`config.mk`:
```
export PLATFORM = sky130hd
export DESIGN_NAME = mmc1_mapper_flat
export DESIGN_NICKNAME = d
export VERILOG_FILES = /design/src/rtl/mmc1_mapper_if.sv /design/src/rtl/mmc1_mapper.sv /design/src/flat_wrapper.sv
export SDC_FILE = /design/constraint.sdc
export NUM_CORES = 1
export LEC_CHECK = 0
export CORE_AREA = 2 2 64 66
export CTS_CLUSTER_SIZE = 16
export DETAILED_ROUTE_END_ITERATION = 12
export DIE_AREA = 0 0 66 68
export HOLD_SLACK_MARGIN = 0.12
export PLACE_DENSITY = 0.86
export SLEW_MARGIN = 40
export SYNTH_ARGS = -nofsm -noshare
export SYNTH_HDL_FRONTEND = slang
export SYNTH_SLANG_ARGS = --single-unit
```
`constraint.sdc`:
```
create_clock -name clk_cpu -period 2.1 [get_ports clk_cpu]
set_input_delay 0.21 -clock clk_cpu [delete_from_list [all_inputs] [get_ports clk_cpu]]
set_output_delay 0.21 -clock clk_cpu [all_outputs]
set_load 0.02 [all_outputs]
```
`src/rtl/mmc1_mapper_if.sv`:
```
// CPU/PPU bus bundle between the cart wrapper and the MMC1 mapper core.
// The master drives bus addresses and data; the slave (mapper) returns memory addresses and enables.
interface mmc1_mapper_if #(
    parameter int PRG_ADDR_W = 18,
    parameter int CHR_ADDR_W = 17
);
    logic [14:0]           cpu_addr;
    logic [7:0]            cpu_data_i;
    logic                  cpu_rw;
    logic                  romsel;
    logic [PRG_ADDR_W-1:0] prg_addr;
    logic                  prgram_ce;
    logic [13:0]           ppu_addr;
    logic [CHR_ADDR_W-1:0] chr_addr;
    logic                  ciram_ce;
    logic                  ciram_a10;

    modport master (
        output cpu_addr, cpu_data_i, cpu_rw, romsel, ppu_addr,
        input  prg_addr, prgram_ce, chr_addr, ciram_ce, ciram_a10
    );

    modport slave (
        input  cpu_addr, cpu_data_i, cpu_rw, romsel, ppu_addr,
        output prg_addr, prgram_ce, chr_addr, ciram_ce, ciram_a10
    );
endinterface

```
`src/rtl/mmc1_mapper.sv`:
```
// MMC1 (iNES mapper 1) core: serial register loading, PRG/CHR banking and mirroring.
// Address outputs are combinational; register updates land one cycle after the accepting edge.
module mmc1_mapper #(
    parameter int PRG_ADDR_W = 18,
    parameter int CHR_ADDR_W = 17,
    parameter int PRG_RAM_EN = 1
) (
    input  logic          clk_cpu,
    input  logic          rst,
    mmc1_mapper_if.slave  bus
);
    logic       w_wr;
    logic       w_accept;
    logic [4:0] w_shift;
    logic       r_wr_q;
    logic [4:0] r_sr;
    logic [4:0] r_ctrl;
    logic [4:0] r_chr0;
    logic [4:0] r_chr1;
    logic [4:0] r_prg;
    logic [3:0] w_bank;
    logic [17:0] w_prg_full;
    logic [16:0] w_chr_full;
    logic       w_a10;

    assign w_wr     = !bus.romsel && !bus.cpu_rw;
    // Only the first cycle of a write run counts, which drops RMW dummy writes.
    assign w_accept = w_wr && !r_wr_q;
    assign w_shift  = {bus.cpu_data_i[0], r_sr[4:1]};

    always_ff @(posedge clk_cpu) begin
        if (!rst) begin
            r_wr_q <= 1'b0;
            r_sr   <= 5'b10000;
            r_ctrl <= 5'h0C;
            r_chr0 <= 5'h00;
            r_chr1 <= 5'h00;
            r_prg  <= 5'h00;
        end else begin
            r_wr_q <= w_wr;
            if (w_accept) begin
                if (bus.cpu_data_i[7]) begin
                    r_sr   <= 5'b10000;
                    r_ctrl <= r_ctrl | 5'h0C;
                end else if (!r_sr[0]) begin
                    r_sr <= w_shift;
                end else begin
                    r_sr <= 5'b10000;
                    unique case (bus.cpu_addr[14:13])
                        2'b00: r_ctrl <= w_shift;
                        2'b01: r_chr0 <= w_shift;
                        2'b10: r_chr1 <= w_shift;
                        2'b11: r_prg  <= w_shift;
                    endcase
                end
            end
        end
    end

    // All-ones bank is the last 16K bank once truncated to the bank field.
    always_comb begin
        w_bank = 4'h0;
        unique case (r_ctrl[3:2])
            2'b10:   w_bank = bus.cpu_addr[14] ? r_prg[3:0] : 4'h0;
            2'b11:   w_bank = bus.cpu_addr[14] ? 4'hF : r_prg[3:0];
            default: w_bank = {r_prg[3:1], bus.cpu_addr[14]};
        endcase
    end

    assign w_prg_full   = {w_bank, bus.cpu_addr[13:0]};
    assign bus.prg_addr = w_prg_full[PRG_ADDR_W-1:0];

    assign bus.prgram_ce = (PRG_RAM_EN != 0) && !r_prg[4] && bus.romsel &&
                           (bus.cpu_addr[14:13] == 2'b11);

    always_comb begin
        w_chr_full = {r_chr0[4:1], bus.ppu_addr[12:0]};
        if (r_ctrl[4]) begin
            w_chr_full = {(bus.ppu_addr[12] ? r_chr1 : r_chr0), bus.ppu_addr[11:0]};
        end
    end

    assign bus.chr_addr = w_chr_full[CHR_ADDR_W-1:0];

    always_comb begin
        w_a10 = 1'b0;
        unique case (r_ctrl[1:0])
            2'b00: w_a10 = 1'b0;
            2'b01: w_a10 = 1'b1;
            2'b10: w_a10 = bus.ppu_addr[10];
            2'b11: w_a10 = bus.ppu_addr[11];
        endcase
    end

    assign bus.ciram_a10 = w_a10;
    assign bus.ciram_ce  = ~bus.ppu_addr[13];
endmodule
```
`src/flat_wrapper.sv`:
```
// flat-port wrapper written by rule: the top's interface ports become plain ports
module mmc1_mapper_flat 
#(
    parameter int PRG_ADDR_W = 18,
    parameter int CHR_ADDR_W = 17,
    parameter int PRG_RAM_EN = 1
)
  (clk_cpu, rst, bus_cpu_addr, bus_cpu_data_i, bus_cpu_rw, bus_romsel, bus_ppu_addr, bus_prg_addr, bus_prgram_ce, bus_chr_addr, bus_ciram_ce, bus_ciram_a10);
  mmc1_mapper_if #(.PRG_ADDR_W(PRG_ADDR_W), .CHR_ADDR_W(CHR_ADDR_W)) bus_i ();
  input  logic clk_cpu;
  input  logic rst;
  input wire logic [$bits(bus_i.cpu_addr)-1:0] bus_cpu_addr;
  input wire logic [$bits(bus_i.cpu_data_i)-1:0] bus_cpu_data_i;
  input wire logic [$bits(bus_i.cpu_rw)-1:0] bus_cpu_rw;
  input wire logic [$bits(bus_i.romsel)-1:0] bus_romsel;
  input wire logic [$bits(bus_i.ppu_addr)-1:0] bus_ppu_addr;
  output wire logic [$bits(bus_i.prg_addr)-1:0] bus_prg_addr;
  output wire logic [$bits(bus_i.prgram_ce)-1:0] bus_prgram_ce;
  output wire logic [$bits(bus_i.chr_addr)-1:0] bus_chr_addr;
  output wire logic [$bits(bus_i.ciram_ce)-1:0] bus_ciram_ce;
  output wire logic [$bits(bus_i.ciram_a10)-1:0] bus_ciram_a10;
  assign bus_i.cpu_addr = bus_cpu_addr;
  assign bus_i.cpu_data_i = bus_cpu_data_i;
  assign bus_i.cpu_rw = bus_cpu_rw;
  assign bus_i.romsel = bus_romsel;
  assign bus_i.ppu_addr = bus_ppu_addr;
  assign bus_prg_addr = bus_i.prg_addr;
  assign bus_prgram_ce = bus_i.prgram_ce;
  assign bus_chr_addr = bus_i.chr_addr;
  assign bus_ciram_ce = bus_i.ciram_ce;
  assign bus_ciram_a10 = bus_i.ciram_a10;
  mmc1_mapper #(.PRG_ADDR_W(PRG_ADDR_W), .CHR_ADDR_W(CHR_ADDR_W), .PRG_RAM_EN(PRG_RAM_EN)) u_core (.clk_cpu(clk_cpu), .rst(rst), .bus(bus_i));
endmodule
```
==> impl_metrics.yaml, run 1 <==
yosys:
  synth.avg_cell_area_um2: 8.69
  synth-async-reset-ratio_pct: 0
  syn_nets: 202
  yosysSeqAreaShare_pct: 37.2
  synthFlopType: "dfxtp_1"
  synthesis.area_mm2: 0.00140
  ys_types: 26
  synth_seq_cells: 26
  synth_warnings: 0
  synth_edf_count: 0
  synthCells: 161
global_routing:
  use_met1_pct: 15.2
  top_usage_layer: "met2"
  grt.met2_usage_pct: 21.3
  antenna_found_initial: 0
  grt_max_degree: 34
  grt_pass1_wl_um: 4350
  use_met3_pct: 3.45
  track_usage_pct: 12.7
  grt_overflow_total: 0
  grt_pass1_vias: 946
layout:
  syn2layout_area_growth_pct: 15.5
  fillers: 385
  drive_above_1_share_pct: 11.4
  nNetsFinal: 208
  diodes: 0
detailed_routing:
  routed_wl_um: 2570
  via_per_inst: 4.75
  vias: 1027
  firstDrtPassIters: 4
  drtIter0Drc: 32
  post-route-drc-count: 0
  wl_per_cell_um: 11.9
  ant_nets: 0
timing:
  layout_setup_ws_ns: 0.167
  fin_crit_sh_pct: 92.1
  hold_viol: 0
  finalSetupTns_ns: 0
  worst_pin_slew_ns: 0.450
  rsz0062_at_grt: "false"
  fmax_mhz: 517
  fin_skew_ns: 0.00770
  min_period_ns: 1.93
  slew_violations: 0
  setup_viol: 0
  relSlewSlack_pct: 69.8
power:
  pwr_density_cell_mw_per_mm2: 631
  p_leak_uw: 0.000652
  ir_drop_mv: 0.250
hold_path:
  hold_depth: 0
  hold_class: "in2out"
clock_network:
  cts-buffers-inserted: 3
  clockBufferDepth: 2
  cts_sinks: 26
  cts_tree: "yes"
  ctsResizeCount: 0
  holdBufCountCts: 0
  clkLatencyLatePin_ns: 0.28
  post_cts_buffers: 0
  cts-root-buf: "clkbuf_8"
  cts-htree-levels: 1
status:
  outcome: "complete, no violations"
run:
  drv_cap: 0
placement:
  dp_hpwl_um: 1960
  pre_cts_ws_ns: 0.0709
  portBuffers: 26
  gp_congestion: 0.772
worst_setup_path:
  path_class: "in2out"
  critPathRequiredTime_ns: 1.89
  rr_worst_depth: 3
  worstPathArrival_ns: 1.72
  end_kind: "output port"
  cp-start-kind: "input port"
  crit_path_max_fanout: 5
floorplan:
  initial_core_util_pct: 36.3
  fp.dieArea_mm2: 0.00449
  num_io_pins: 79
  fp.dieH_um: 68
  core_area_mm2: 0.00386
  dieWidth_um: 66
  num_rows: 23
==> metal layers <==
metal	share of wire, %	vias to the layer above
li1	-	523
met1	45	474
met2	47	21
met3	6.4	9
met4	2.0	0
met5	0	-
==> critical path: stages <==
cell and delay (ns):
clkdlybuf4s50_1 0.42, nand2_1 0.19, mux2_2 0.36, clkdlybuf4s50_1 0.54
==> sequential cells by signal (all words and copies together), names as in the netlist <==
signal         cells
u_core.r_sr        5
u_core.r_ctrl      5
u_core.r_prg       5
u_core.r_wr_q      1
u_core.r_chr0      5
u_core.r_chr1      5
==> placed cells by master (no fill, tap or decap), drive strengths merged <==
master         Yosys  layout
or4                1       1
mux2i             18      18
a32oi              2       2
nand2             29      29
o21ai              2       2
clkbuf             4       3
inv                5       5
nor3               2       2
bufinv             0       1
nand2b             3       3
nor2b              2       2
nor3b              3       3
or4b               1       1
a21boi             4       4
buf               29       8
nor4               2       2
or3                1       1
a21oi             10      10
nor2               8       8
mux2               4       4
dfxtp             26      26
nand3              4       4
a31oi              1       1
clkdlybuf4s50      0      26
==> worst paths after layout <==
| check | start | endpoint | slack, ns |
|---|---|---|---|
| setup / recovery | bus_ppu_addr[12] | bus_chr_addr[16] | 0.17 |
| setup reg to reg | u_core.r_wr_q | u_core.r_chr0[4] | 0.51 |
| hold / removal | bus_ppu_addr[2] | bus_chr_addr[2] | 0.42 |
| hold reg to reg | u_core.r_chr0[1] | u_core.r_chr0[1] | 0.47 |
==> metrics by stage <==
step	hold WS, ns	utilization (%)	std cells	power (uW)	area (um2)
floorplan	0.285	-	161	623	1400
detailed placement	0.420	40.0	212	614	1540
global placement	0.420	40.0	212	613	1540
global route	0.420	41.9	216	1060	1620
CTS	0.420	41.9	216	1030	1620
finish	0.420	41.9	216	1020	1620
==> synthesized netlist by cell type (3+ instances only) <==
master,instances,area [um2]
nand2_1,29,109
buf_4,26,195
dfxtp_1,26,521
mux2i_1,18,180
a21oi_1,10,50.1
nor2_1,8,30.0
inv_1,5,18.8
a21boi_0,4,30.0
clkbuf_1,4,15.0
mux2_2,4,45.0
nand3_1,4,20.0
nand2b_1,3,18.8
nor3b_1,3,22.5
==> final cells by class <==
type                       instances  area [um2]  area share, %
multi-input combinational         97         622           38.5
clock inverter                     1        30.0           1.86
inverter                           5        18.8           1.16
sequential                        26         520           32.2
clock buffer                       3        41.3           2.56
tap                               50        62.6           3.87
timing repair buffer              34         320           19.8
==> cell families after synthesis <==
| logic type | share of synthesized area (%) |
|---|---|
| compound gates | 8.14 |
| buf+inv | 18.3 |
| flops | 37.2 |
| mux | 16.1 |
| simple gates | 20.2 |
==> power by group <==
part,leakage [uW],total [uW],internal [uW],switching [uW]
clock,0.0000357,418,255,163
combinational,0.000407,104,53.1,51.2
sequential,0.000210,497,495,1.98
No activity file was read; power rests on OpenSTA's default activity.
==> inputs of run 2 (changes only) <==
==> constraint.sdc (replaced) <==
create_clock -name clk_cpu -period 2.1 [get_ports clk_cpu]
set_input_delay 0.21 -clock clk_cpu [delete_from_list [all_inputs] [get_ports clk_cpu]]
set_output_delay 0.21 -clock clk_cpu [all_outputs]
set_load 0.1 [all_outputs]
==> impl_metrics.yaml, run 2 (synthesis results as in run 1) <==
timing:
  relSlewSlack_pct: 78.6
  finalSetupTns_ns: 0
  fmax_mhz: 553
  hold_viol: 0
  worst_pin_slew_ns: 0.317
  fin_crit_sh_pct: 86.2
  hold_slack_ns: 0.420
  layout_setup_ws_ns: 0.290
  rsz0062_at_grt: "false"
  setup_viol: 0
  fin_skew_ns: 0.00605
  slew_violations: 0
  min_period_ns: 1.81
placement:
  placed_cells: 214
  gp_congestion: 0.771
  dp_hpwl_um: 2090
  post_dp_cell_area_mm2: 0.00169
  pre_cts_ws_ns: 0.0233
  portBuffers: 26
global_routing:
  use_met3_pct: 3.78
  use_met1_pct: 14.6
  antenna_found_initial: 0
  grt_max_degree: 34
  grt_overflow_total: 0
  grt.met2_usage_pct: 23.9
  grt_pass1_wl_um: 4570
  top_usage_layer: "met2"
  track_usage_pct: 13.5
  grt_pass1_vias: 1024
floorplan:
  initial_core_util_pct: 36.3
  num_rows: 23
  core_area_mm2: 0.00386
  num_io_pins: 79
  dieWidth_um: 66
  fp.dieArea_mm2: 0.00449
  fp.dieH_um: 68
hold_path:
  hold_class: "in2out"
  min_from: "bus_ppu_addr[9]"
  min_to: "bus_chr_addr[9]"
  hold_depth: 0
clock_network:
  cts-buffers-inserted: 3
  ctsResizeCount: 0
  clkLatencyLatePin_ns: 0.28
  cts-htree-levels: 1
  post_cts_buffers: 0
  cts_sinks: 26
  clockBufferDepth: 2
  cts-root-buf: "clkbuf_8"
  holdBufCountCts: 0
  cts_tree: "yes"
detailed_routing:
  firstDrtPassIters: 4
  routed_wl_um: 2730
  post-route-drc-count: 0
  vias: 1061
  via_per_inst: 4.87
  wl_per_cell_um: 12.5
  ant_nets: 0
  drtIter0Drc: 22
worst_setup_path:
  cpPeakStageDelay_ns: 0.63
  r2r_end: "u_core.r_chr0[0]"
  path_class: "in2out"
  path_delay_family: "buffers and inverters"
  end_kind: "output port"
  crit_path_max_fanout: 6
  rrSetupSlack_ns: 0.44
  rr_worst_depth: 3
  crit_path_cell_trace: "clkdlybuf4s50_1, buf_4, nand2b_1, a21oi_1, nor2_2, buf_12"
  cp-start-kind: "input port"
  critPathRequiredTime_ns: 1.89
  worstPathArrival_ns: 1.60
  slowest_stage: "clkdlybuf4s50_1"
  critPathBufInv: 3
  r2r-start: "u_core.r_wr_q"
  crit_path_start: "bus_cpu_addr[14]"
power:
  p_seq_share_pct: 45.0
  pwr_density_cell_mw_per_mm2: 627
  p_leak_uw: 0.000729
  intPower_uw: 819
  p_sw_uw: 285
  clock_power_share_pct: 38.1
  switching_share_pct: 25.8
  p_comb_share_pct: 16.9
  ir_drop_mv: 0.265
layout:
  syn2layout_area_growth_pct: 25.9
  mostFrequentLayoutCell: "nand2_1"
  fillers: 371
  most-common-layout-cells: "nand2_1, dfxtp_1, mux2i_1, buf_4, buf_12"
  fin_cells: 218
  drive_above_1_share_pct: 24.4
  design_area_mm2: 0.00176
  diodes: 0
  nNetsFinal: 210
status:
  outcome: "complete, no violations"
run:
  drv_cap: 0
run 2: cell types whose count changed in the layout (fill, tap and decap cells not counted):
cell             change
buf_12              +12
nor3b_1              -1
nor2_2               +3
clkdlybuf4s50_1     -15
nor2_1               -3
nor3b_2              +1
a31oi_2              +1
buf_4                +5
a31oi_1              -1
run 2: power groups by stage:
stage / clock [uW] / combinational, uW / sequential, uW
after global routing: 444 / 196 / 497
after CTS: 426 / 188 / 497
after detailed placement: 0 / 187 / 508
final: 421 / 187 / 497
after global placement: 0 / 185 / 508
after floorplan: 0 / 320 / 508
run 2: through the flow:
| stage | power [uW] | util [%] |
|---|---|---|
| 6_report | 1100 | 45.7 |
| 5_1_grt | 1140 | 45.7 |
| 4_1_cts | 1110 | 45.7 |
| 3_5_place_dp | 695 | 43.8 |
| 3_3_place_gp | 694 | 43.8 |
| 2_1_floorplan | 828 | - |
run 2: area by class of cell:
type                       count  area [um2]  share of cell area, %
tap                           50        62.6                   3.55
inverter                       5        18.8                   1.07
clock buffer                   3        41.3                   2.34
timing repair buffer          36         448                   25.4
sequential                    26         520                   29.5
clock inverter                 1        30.0                   1.70
multi-input combinational     97         641                   36.4
run 2: metal layers:
layer	share of wire (%)	vias up	wire, um
li1	-	528	-
met3	5.5	7	150
met2	50	28	1360
met1	43	498	1160
met5	0	-	0
met4	2.2	0	61
run 2: worst max-delay path by stage:
stage                        to  slack [ns]  cells past startpoint
4_1_cts        bus_prg_addr[17]        0.29                      6
2_1_floorplan     bus_prgram_ce      -0.008                      3
5_1_grt        bus_prg_addr[17]        0.21                      6
3_3_place_gp   u_core.r_chr0[0]        0.06                      4
3_5_place_dp   u_core.r_chr0[1]        0.02                      4
6_report       bus_prg_addr[17]        0.29                      6
==> inputs of run 3 (changes only) <==
--- a/config.mk
+++ b/config.mk
@@ -6,6 +6,7 @@
 export NUM_CORES = 1
 export LEC_CHECK = 0
 export CORE_AREA = 2 2 64 66
+export CTS_BUF_LIST = sky130_fd_sc_hd__clkbuf_16
 export CTS_CLUSTER_SIZE = 16
 export DETAILED_ROUTE_END_ITERATION = 12
 export DIE_AREA = 0 0 66 68
==> constraint.sdc (replaced) <==
create_clock -name clk_cpu -period 2.1 [get_ports clk_cpu]
set_input_delay 0.21 -clock clk_cpu [delete_from_list [all_inputs] [get_ports clk_cpu]]
set_output_delay 0.21 -clock clk_cpu [all_outputs]
set_load 0.005 [all_outputs]
==> impl_metrics.yaml, run 3 (synthesis results as in run 1) <==
layout:
  nNetsFinal: 208
  drive_above_1_share_pct: 11.4
  fin_util_pct: 42.8
  mostFrequentLayoutCell: "nand2_1"
  diodes: 0
  fin_cells: 216
  syn2layout_area_growth_pct: 17.9
  most-common-layout-cells: "nand2_1, clkdlybuf4s50_1, dfxtp_1, mux2i_1, a21oi_1"
worst_setup_path:
  critPathRequiredTime_ns: 1.89
  path_delay_family: "buffers and inverters"
  end_kind: "output port"
  critPathBufInv: 2
  crit_path_cell_trace: "clkdlybuf4s50_1, nand2_1, nor3b_1, clkdlybuf4s50_1"
  cp-start-kind: "input port"
  path_class: "in2out"
  slowest_stage: "clkdlybuf4s50_1"
  crit_path_max_fanout: 7
  rr_worst_depth: 3
  cpPeakStageDelay_ns: 0.66
  path_depth: 4
  worstPathArrival_ns: 1.77
  cp_common_cell: "clkdlybuf4s50_1"
placement:
  placed_cells: 212
  portBuffers: 26
  dp_hpwl_um: 2040
  gp_congestion: 0.779
detailed_routing:
  wl_per_cell_um: 12.8
  via_per_inst: 4.82
  firstDrtPassIters: 4
  ant_nets: 0
  vias: 1042
  post-route-drc-count: 0
  routed_wl_um: 2770
  drtIter0Drc: 40
status:
  outcome: "complete, no violations"
timing:
  hold_viol: 0
  fin_skew_ns: 0.00452
  finalSetupTns_ns: 0
  relSlewSlack_pct: 70.2
  fin_crit_sh_pct: 94.3
  fmax_mhz: 505
  hold_slack_ns: 0.420
  rsz0062_at_grt: "false"
  min_period_ns: 1.98
  setup_viol: 0
  worst_pin_slew_ns: 0.443
  slew_violations: 0
power:
  pwr_density_cell_mw_per_mm2: 697
  ir_drop_mv: 0.233
  p_leak_uw: 0.000668
clock_network:
  cts_tree: "yes"
  post_cts_buffers: 0
  clkLatencyLatePin_ns: 0.26
  cts-buffers-inserted: 3
  clockBufferDepth: 2
  holdBufCountCts: 0
  cts-root-buf: "clkbuf_16"
  cts-htree-levels: 1
  ctsResizeCount: 0
  cts_sinks: 26
floorplan:
  dieWidth_um: 66
  core_area_mm2: 0.00386
  fp.dieH_um: 68
  fp.dieArea_mm2: 0.00449
  num_io_pins: 79
  initial_core_util_pct: 36.3
  num_rows: 23
run:
  drv_cap: 0
hold_path:
  hold_class: "in2out"
  hold_depth: 0
global_routing:
  grt_max_degree: 34
  grt_pass1_vias: 1043
  grt_pass1_wl_um: 4710
  track_usage_pct: 13.7
  grt_overflow_total: 0
  antenna_found_initial: 0
run 3: cell types whose count changed in the layout (fill, tap and decap cells not counted):
cell / before / now
clkdlybuf4s50_1: 11 / 26
buf_12: 12 / 0
buf_4: 13 / 8
clkbuf_16: 0 / 3
clkbuf_8: 3 / 0
nor2_1: 5 / 8
nor2_2: 3 / 0
a31oi_1: 0 / 1
a31oi_2: 1 / 0
nor3b_1: 2 / 3
nor3b_2: 1 / 0
run 3: final timing paths:
path	start	end	slack (ns)
worst max-delay path	bus_cpu_addr[14]	bus_prgram_ce	0.12
worst min-delay path	bus_ppu_addr[2]	bus_chr_addr[2]	0.42
worst max register to register	u_core.r_wr_q	u_core.r_chr0[2]	0.49
worst min register to register	u_core.r_chr1[4]	u_core.r_chr1[4]	0.46
run 3: through the flow:
stage,total power [uW],setup slack [ns],cell area [um2]
after floorplan,583,0.493,1400
after global placement,601,0.0883,1540
after detailed placement,604,0.0870,1540
after CTS,1160,0.111,1650
after global routing,1190,0.0429,1650
final,1150,0.120,1650
run 3: worst reg2reg max path, cell delays in order, from the launching register on:
cell and delay [ns]:
dfxtp_1 0.31, or3_1 0.36, or4_1 0.65, mux2i_1 0.18
run 3: cell type report:
type	count	area [um2]
fillers	386	2210
multi-input cells	97	622
flip-flops and latches	26	520
repair buffers	34	320
clock buffers	3	75.1
well taps	50	62.6
clock inverters	1	30.0
inverters	5	18.8
run 3: routing by layer:
layer / routed length [um] / GRT usage, %
met1: 1200 / 16.4
met2: 1350 / 22.7
met3: 166 / 3.78
met4: 55 / 6.89
met5: 0 / 0
run 3: report_power, final:
part	internal [uW]	total, uW	switching (uW)
Clock	380	557	178
Combinational	52.7	94.8	42.0
Sequential	495	497	2.20
Total	927	1150	222
